## src/rtl/cpu_control_if.sv

```systemverilog
// Control-unit bus: ROM fetch port, datapath strobes and status flags.
// master = control unit, slave = ROM/datapath side.
interface cpu_control_if;
  logic        run;
  logic [7:0]  rom_addr;
  logic [15:0] rom_data;
  logic        alu_carry;
  logic [7:0]  imm;
  logic        reg_we;
  logic [1:0]  reg_dst;
  logic [1:0]  wsel;
  logic [1:0]  alu_x;
  logic [1:0]  alu_y;
  logic        alu_y_imm;
  logic        out_we;
  logic [1:0]  out_src;
  logic        carry;
  logic        halted;
  logic        illegal;

  modport master (
    input  run, rom_data, alu_carry,
    output rom_addr, imm, reg_we, reg_dst, wsel, alu_x, alu_y, alu_y_imm,
           out_we, out_src, carry, halted, illegal
  );

  modport slave (
    output run, rom_data, alu_carry,
    input  rom_addr, imm, reg_we, reg_dst, wsel, alu_x, alu_y, alu_y_imm,
           out_we, out_src, carry, halted, illegal
  );
endinterface

```

## src/rtl/cpu_control.sv

```systemverilog
// Two-cycle (FETCH/EXECUTE) control unit for the 8-bit CPU: owns pc, ir and
// carry, and decodes ir into datapath strobes.
//
// state     | meaning
// ----------+------------------------------------------------------------
// S_FETCH   | latch rom_data into ir when run is high, otherwise stall
// S_EXECUTE | decode ir, drive strobes, update pc/carry
// S_HALT    | self-targeting branch executed; frozen until rst
module cpu_control (
  input  logic              clk,
  input  logic              rst,
  cpu_control_if.master     bus
);

  typedef enum logic [1:0] {
    S_FETCH   = 2'd0,
    S_EXECUTE = 2'd1,
    S_HALT    = 2'd2
  } state_t;

  localparam logic [7:0] OP_ADD_AB = 8'h00;
  localparam logic [7:0] OP_ADD_BA = 8'h01;
  localparam logic [7:0] OP_MOV_AI = 8'h22;
  localparam logic [7:0] OP_MOV_BI = 8'h23;
  localparam logic [7:0] OP_MOV_CB = 8'h27;
  localparam logic [7:0] OP_OUT_A  = 8'h2C;
  localparam logic [7:0] OP_OUT_B  = 8'h2D;
  localparam logic [7:0] OP_JNC    = 8'h30;
  localparam logic [7:0] OP_JMP    = 8'h34;
  localparam logic [7:0] OP_INC_C  = 8'h38;

  localparam logic [1:0] R_A = 2'b00;
  localparam logic [1:0] R_B = 2'b01;
  localparam logic [1:0] R_C = 2'b10;

  localparam logic [1:0] W_SUM = 2'b00;
  localparam logic [1:0] W_IMM = 2'b01;
  localparam logic [1:0] W_REGB = 2'b10;

  state_t      state_q, state_d;
  logic [7:0]  pc_q, pc_d;
  logic [15:0] ir_q, ir_d;
  logic        carry_q, carry_d;

  logic        reg_we;
  logic [1:0]  reg_dst;
  logic [1:0]  wsel;
  logic [1:0]  alu_x;
  logic [1:0]  alu_y;
  logic        alu_y_imm;
  logic        out_we;
  logic [1:0]  out_src;
  logic        illegal;
  logic        branch_taken;

  logic [7:0]  opcode;
  logic [7:0]  operand;

  assign opcode  = ir_q[15:8];
  assign operand = ir_q[7:0];

  always_ff @(posedge clk) begin
    if (rst) begin
      state_q <= S_FETCH;
      pc_q    <= 8'h00;
      ir_q    <= 16'h0000;
      carry_q <= 1'b0;
    end else begin
      state_q <= state_d;
      pc_q    <= pc_d;
      ir_q    <= ir_d;
      carry_q <= carry_d;
    end
  end

  always_comb begin
    state_d      = state_q;
    pc_d         = pc_q;
    ir_d         = ir_q;
    carry_d      = carry_q;
    reg_we       = 1'b0;
    reg_dst      = R_A;
    wsel         = W_SUM;
    alu_x        = R_A;
    alu_y        = R_A;
    alu_y_imm    = 1'b0;
    out_we       = 1'b0;
    out_src      = R_A;
    illegal      = 1'b0;
    branch_taken = 1'b0;

    case (state_q)
      S_FETCH: begin
        if (bus.run) begin
          ir_d    = bus.rom_data;
          state_d = S_EXECUTE;
        end
      end

      S_EXECUTE: begin
        state_d = S_FETCH;
        pc_d    = pc_q + 8'd1;
        case (opcode)
          OP_ADD_AB: begin
            reg_we  = 1'b1;
            reg_dst = R_A;
            wsel    = W_SUM;
            alu_x   = R_A;
            alu_y   = R_B;
            carry_d = bus.alu_carry;
          end
          OP_ADD_BA: begin
            reg_we  = 1'b1;
            reg_dst = R_B;
            wsel    = W_SUM;
            alu_x   = R_B;
            alu_y   = R_A;
            carry_d = bus.alu_carry;
          end
          OP_MOV_AI: begin
            reg_we  = 1'b1;
            reg_dst = R_A;
            wsel    = W_IMM;
          end
          OP_MOV_BI: begin
            reg_we  = 1'b1;
            reg_dst = R_B;
            wsel    = W_IMM;
          end
          OP_MOV_CB: begin
            reg_we  = 1'b1;
            reg_dst = R_C;
            wsel    = W_REGB;
          end
          OP_OUT_A: begin
            out_we  = 1'b1;
            out_src = R_A;
          end
          OP_OUT_B: begin
            out_we  = 1'b1;
            out_src = R_B;
          end
          OP_JNC: begin
            // carry_q is still the value from before this EXECUTE
            if (!carry_q) begin
              pc_d         = operand;
              branch_taken = 1'b1;
            end
          end
          OP_JMP: begin
            pc_d         = operand;
            branch_taken = 1'b1;
          end
          OP_INC_C: begin
            reg_we    = 1'b1;
            reg_dst   = R_C;
            wsel      = W_SUM;
            alu_x     = R_C;
            alu_y_imm = 1'b1;
            carry_d   = bus.alu_carry;
          end
          default: illegal = 1'b1;
        endcase
        if (branch_taken && (operand == pc_q)) begin
          state_d = S_HALT;
        end
      end

      S_HALT: ;

      default: state_d = S_FETCH;
    endcase
  end

  assign bus.rom_addr  = pc_q;
  assign bus.imm       = operand;
  assign bus.carry     = carry_q;
  assign bus.halted    = (state_q == S_HALT);
  assign bus.reg_we    = reg_we;
  assign bus.reg_dst   = reg_dst;
  assign bus.wsel      = wsel;
  assign bus.alu_x     = alu_x;
  assign bus.alu_y     = alu_y;
  assign bus.alu_y_imm = alu_y_imm;
  assign bus.out_we    = out_we;
  assign bus.out_src   = out_src;
  assign bus.illegal   = illegal;

endmodule

```

## src/flat_wrapper.sv

```systemverilog
// flat-port wrapper written by rule: the top's interface ports become plain ports
module cpu_control_flat 
  (clk, rst, bus_run, bus_rom_data, bus_alu_carry, bus_rom_addr, bus_imm, bus_reg_we, bus_reg_dst, bus_wsel, bus_alu_x, bus_alu_y, bus_alu_y_imm, bus_out_we, bus_out_src, bus_carry, bus_halted, bus_illegal);
  cpu_control_if bus_i ();
  input  logic clk;
  input  logic rst;
  input wire logic [$bits(bus_i.run)-1:0] bus_run;
  input wire logic [$bits(bus_i.rom_data)-1:0] bus_rom_data;
  input wire logic [$bits(bus_i.alu_carry)-1:0] bus_alu_carry;
  output wire logic [$bits(bus_i.rom_addr)-1:0] bus_rom_addr;
  output wire logic [$bits(bus_i.imm)-1:0] bus_imm;
  output wire logic [$bits(bus_i.reg_we)-1:0] bus_reg_we;
  output wire logic [$bits(bus_i.reg_dst)-1:0] bus_reg_dst;
  output wire logic [$bits(bus_i.wsel)-1:0] bus_wsel;
  output wire logic [$bits(bus_i.alu_x)-1:0] bus_alu_x;
  output wire logic [$bits(bus_i.alu_y)-1:0] bus_alu_y;
  output wire logic [$bits(bus_i.alu_y_imm)-1:0] bus_alu_y_imm;
  output wire logic [$bits(bus_i.out_we)-1:0] bus_out_we;
  output wire logic [$bits(bus_i.out_src)-1:0] bus_out_src;
  output wire logic [$bits(bus_i.carry)-1:0] bus_carry;
  output wire logic [$bits(bus_i.halted)-1:0] bus_halted;
  output wire logic [$bits(bus_i.illegal)-1:0] bus_illegal;
  assign bus_i.run = bus_run;
  assign bus_i.rom_data = bus_rom_data;
  assign bus_i.alu_carry = bus_alu_carry;
  assign bus_rom_addr = bus_i.rom_addr;
  assign bus_imm = bus_i.imm;
  assign bus_reg_we = bus_i.reg_we;
  assign bus_reg_dst = bus_i.reg_dst;
  assign bus_wsel = bus_i.wsel;
  assign bus_alu_x = bus_i.alu_x;
  assign bus_alu_y = bus_i.alu_y;
  assign bus_alu_y_imm = bus_i.alu_y_imm;
  assign bus_out_we = bus_i.out_we;
  assign bus_out_src = bus_i.out_src;
  assign bus_carry = bus_i.carry;
  assign bus_halted = bus_i.halted;
  assign bus_illegal = bus_i.illegal;
  cpu_control u_core (.clk(clk), .rst(rst), .bus(bus_i));
endmodule
```

## config.mk

```make
export PLATFORM = sky130hd
export DESIGN_NAME = cpu_control_flat
export DESIGN_NICKNAME = d
export VERILOG_FILES = /design/src/rtl/cpu_control_if.sv /design/src/rtl/cpu_control.sv /design/src/flat_wrapper.sv
export SDC_FILE = /design/constraint.sdc
export NUM_CORES = 1
export LEC_CHECK = 0
export CAP_MARGIN = 20
export CORE_AREA = 2 2 61 63
export DETAILED_ROUTE_END_ITERATION = 10
export DIE_AREA = 0 0 63 65
export PLACE_DENSITY = 0.78
export SLEW_MARGIN = 20
export SYNTH_ARGS = -nofsm -noshare
export SYNTH_HDL_FRONTEND = slang
export SYNTH_SLANG_ARGS = --single-unit
export TNS_END_PERCENT = 30
```

## constraint.sdc

```tcl
create_clock -name clk -period 4 [get_ports clk]
set_input_delay 0.6 -clock clk [delete_from_list [all_inputs] [get_ports clk]]
set_output_delay 0.6 -clock clk [all_outputs]
set_load 0.02 [all_outputs]
```

* After elaboration in Yosys (flattened, before gate mapping) *
Index checks and enable logic that the tools add are counted.

cells by class
  $add $sub $neg = 1
  multiply operators = 0
  div/mod/pow operators = 0
  magnitude comparators = 0
  equal/unequal tests = 13
  shift operators = 0
  mux-type cells = 26
  bitwise logic cells = 1
  reduce and logical (&&, ||, !) cells = 13

operators by type and width
  cell                   count
  $eq A8 B6 Y1 const B   8
  $pmux W8 S2            1
  $mux W2                7
  $mux W1                12
  $pmux W2 S2            3
  $reduce_or A10 Y1      1
  $add A8 B1 Y8 const B  1
  $eq A8 B1 Y1 const B   1
  $eq A8 B8 Y1           1
  $logic_not A8 Y1       1
  $mux W8                1
  $reduce_or A2 Y1       4
  $pmux W2 S3            1
  $reduce_and A2 Y1      3
  $reduce_or A6 Y1       1
  $reduce_or A3 Y1       1
  $eq A2 B1 Y1 const B   1
  $eq A2 B2 Y1 const B   1
  $logic_not A2 Y1       1
  $ne A2 B2 Y1 const B   1
  $pmux W1 S2            1
  $logic_and A1 B1 Y1    1
  $not A1 Y1             1

storage, ports and cells
  flip-flop bits (word level) = 27
  latch bits = 0
  memory bits (writable) = 0
  ROM bits = 0
  output and inout port bits = 32
  memories kept = 0

* Logic depth before layout (Yosys ltp) *
  word-level depth = 6
  depth in mapped cells = 6

* Worst setup path after synthesis *
Ideal clock, no wire load.

  kind = register -> output
  start point = register u_core.state_q[1]
  end point = output port bus_illegal
  arrival = 1.902 ns
  data required time = 3.400 ns
  slack = 1.498 ns
  cell stages (with the launch flop) = 5
  buffers on the path = 2
  cells stage by stage = dfxtp_1 > nand2b_1 > clkbuf_1 > clkbuf_1 > a2111oi_0

between the ends
  cells in the longest elaborated chain, start to end = 2

RTL lines
  what                      line                RTL
  start: declaration        cpu_control.sv:40   state_t state_q, state_d;
  start signal: assignment  cpu_control.sv:69   state_q <= state_d;
  $eq A2 B1 Y1              cpu_control.sv:92   case (state_q)
  $mux W1                   cpu_control.sv:92
  end: declaration          flat_wrapper.sv:22  output wire logic [$bits(bus_i.illegal)-1:0] bus_illegal;

No other way between the ends.

* Worst setup path after layout *
  start point = register u_core.state_q[0]
  end point = output port bus_reg_dst[1]

between the ends
  cells in the longest elaborated chain, start to end = 2

RTL lines
  what              line                RTL
  $eq A2 B1 Y1      cpu_control.sv:92
  $mux W2           cpu_control.sv:92
  end: declaration  flat_wrapper.sv:13  output wire logic [$bits(bus_i.reg_dst)-1:0] bus_reg_dst;

No other way between the ends.

==> results.md <==
* Vias per inst at 5.38
* Num CTS Buffers at 3
* Std-Cell Rows at 22
* Final Hold Viols at 0
* Total power at 0.533 mW
* Largest area contributor in the netlist: dfxtp_1
* Commonest non-fill, non-tap cell in the layout: clkdlybuf4s50_1
* Global-route wire length before repair at 6.19 mm
* Sequential share of the synthesized area at 33.2%
* Maxcap violations at 0
* Die area at 4100 um2
* Relative slew slack at 39.2%
* Routed WL per cell at 12.6 um
* Setup TNS at 0 ps
* Worst-path fanout max at 11
* Core Area at 3500 um2
* Synthesized area at 1630 um2
* Post-Route WL at 3.63 mm
* Tot GR Track Use at 18.7%
* Gate power share at 21.1%
* DRC at 0
* Initial core utilization at 46.6%
* Yosys reg bits at 27
* F_max at 0.336 GHz
* HPWL Detailed at 2.62 mm
* Die Y at 65 um
* Setup Fix Bufs, Post-CTS at 0
* Clk Latency, worst-skew pair at 330 ps
* Largest net degree at the start of global routing at 29
* CP endpoint kind: output port
* Sink Count at 27
* RSZ-0062 raised after global routing: no
* Max clock buf depth at 2
* Pre-antenna DRT Iters at 4
* Final Setup Violations at 0
* Layout cells sized above 1 at 6.67%
* Final nets at 262
* Peak supply drop at 133 uV
* Switching part of the total at 29.6%
* Worst setup path class: flop to output port
* Via Count at 1548
* Switching pwr at 0.158 mW
* Required @ worst endpoint at 3400 ps
* Die width at 63 um
* # fillers at 346
* Pwr Density at 262 nW/um2
* Fin crit period at 2980 ps
* Dpl cells at 284
* CP Data Arrival Time at 2380 ps
* Drt initial violations at 79
* CTS Hold Bufs at 0
* Most frequent cells in the layout: 49 x clkdlybuf4s50_1, 47 x nand2_1, 27 x dfxtp_1, 17 x a21oi_1, 10 x nand3_1
* Area contributors post-synth: dfxtp_1 33%, nand2_1 11%, a21oi_1 5.2%
* Global route overflow at 0
* Internal power at 0.375 mW
* Non-filler cells, final at 288
* Antenna cells at 0
* Final Core Density at 58.2%
* Routed Antenna Nets at 0
* HP Class: flop to flop
* H-tree Lvls at 1
* Routability cong. at 0.902
* Max Clock Skew at 5.62 ps
* # IOs at 52
* Leak pwr at 0.702 nW
* Final cycle utilization of the critical path at 74.5%
* Worst-Margin Slew at 911 ps
* Post-synth cell types at 41
* Outcome: completed
* Syn_area_per_cell at 7.83 um2
* Mapped Cells at 208
* Vias in the first global route at 1352
* Worst hold margin at 504 ps
* P&R area growth vs syn at 25.0%
* Clock transition at path regs at 150 ps
* PostCTS Resize Cnt at 0
* Yosys Warn Count at 0
* Multi-input logic area at 895 um2
* Part of the power in registers at 56.5%
* I/O Buffers at 49
* Clk pwr share at 22.4%
* Root Buffer: clkbuf_4
* CP Launch Type: flop
* Top-area cell type share of the netlist area at 33.2%
* Initial antenna violation count at 0
* CTS tree: built
* Max Transition Viols Final at 0
* Sequential Area at 541 um2
-- worst max-delay path, cell delays in order, from the launching register on --
cell and delay [ps]:
dfxtp_1 380, nor2b_1 330, buf_4 250, nand2_1 90, nor3_1 250, or2_2 150, clkdlybuf4s50_1 600
-- flip-flops by register name (all words and copies together) (netlist names) --
register,flops
u_core.bus.rom_addr,8
u_core.bus.carry,1
u_core.ir_q,16
u_core.state_q,2
-- power groups by stage --
stage / clock network [mW] / registers [mW] / logic [mW]
final: 0.119 / 0.301 / 0.112
after global routing: 0.133 / 0.304 / 0.123
after CTS: 0.124 / 0.301 / 0.113
after detailed placement: 0 / 0.307 / 0.112
after global placement: 0 / 0.306 / 0.111
after floorplan: 0 / 0.301 / 0.0823
-- worst paths after layout --
check / depth (start not counted) / startpoint / slack, ps / to
setup / recovery: 6 / u_core.state_q[0]$_SDFFE_PP0P_ / 1020 / bus_reg_dst[1]
hold reg to reg: 2 / u_core.ir_q[14]$_SDFFE_PP0P_ / 500 / u_core.ir_q[14]$_SDFFE_PP0P_
hold / removal: 2 / u_core.ir_q[14]$_SDFFE_PP0P_ / 500 / u_core.ir_q[14]$_SDFFE_PP0P_
setup reg to reg: 4 / u_core.ir_q[9]$_SDFFE_PP0P_ / 1910 / u_core.bus.rom_addr[1]$_SDFFE_PP0P_
-- metal layers --
metal / wire length, um / track usage, % / up-vias / part of all wire [%]
li1: - / - / 777 / -
met5: 0 / 0 / - / 0
met4: 59 / 6.67 / 0 / 1.6
met1: 1790 / 26.0 / 714 / 49
met2: 1640 / 30.1 / 52 / 45
met3: 143 / 1.74 / 5 / 3.9
-- final cells by class --
type / count / share of cell area [%]
flip-flops and latches: 27 / 26.6
well taps: 48 / 2.95
clock buffers: 3 / 1.11
clock inverters: 1 / 0.246
repair buffers: 51 / 24.8
multi-input cells: 156 / 43.9
inverters: 2 / 0.369
-- synth_stat cells --
master / count
nand2_1: 47
dfxtp_1: 27
a21oi_1: 17
buf_4: 10
nand3_1: 10
a31oi_1: 9
nor2_1: 9
clkbuf_1: 7
nor3_1: 6
nor4_1: 5
xor2_1: 5
clkbuf_8: 4
nand3b_1: 4
xnor2_1: 4
and2_1: 3
buf_6: 3
nor2b_1: 3
or3_1: 3
a21o_2: 2
and4_1: 2
inv_1: 2
mux2i_1: 2
nand2b_1: 2
o21ai_0: 2
or2_2: 2
or3_2: 2
or4_1: 2
a2111oi_0: 1
a2111oi_4: 1
a211oi_2: 1
a21o_1: 1
a32o_1: 1
and4b_1: 1
conb_1: 1
ha_1: 1
nand4_1: 1
nor3b_1: 1
o2111ai_1: 1
o21bai_1: 1
or3_4: 1
or4_2: 1
-- logic make-up after synthesis --
group / synth area share [%]
buf+inv: 12.1
simple gates: 32.2
fa+ha+maj: 0.768
flops: 33.2
xor+xnor: 4.84
compound gates: 15.4
other cells: 0.230
mux: 1.23
-- metrics by stage --
step	area, um2	setup WS, ps
final	2040	1020
after global routing	2040	896
after CTS	2040	1030
after detailed placement	2010	1420
after global placement	2010	1470
after floorplan	1630	1500
(Power assumes the default switching activity.)
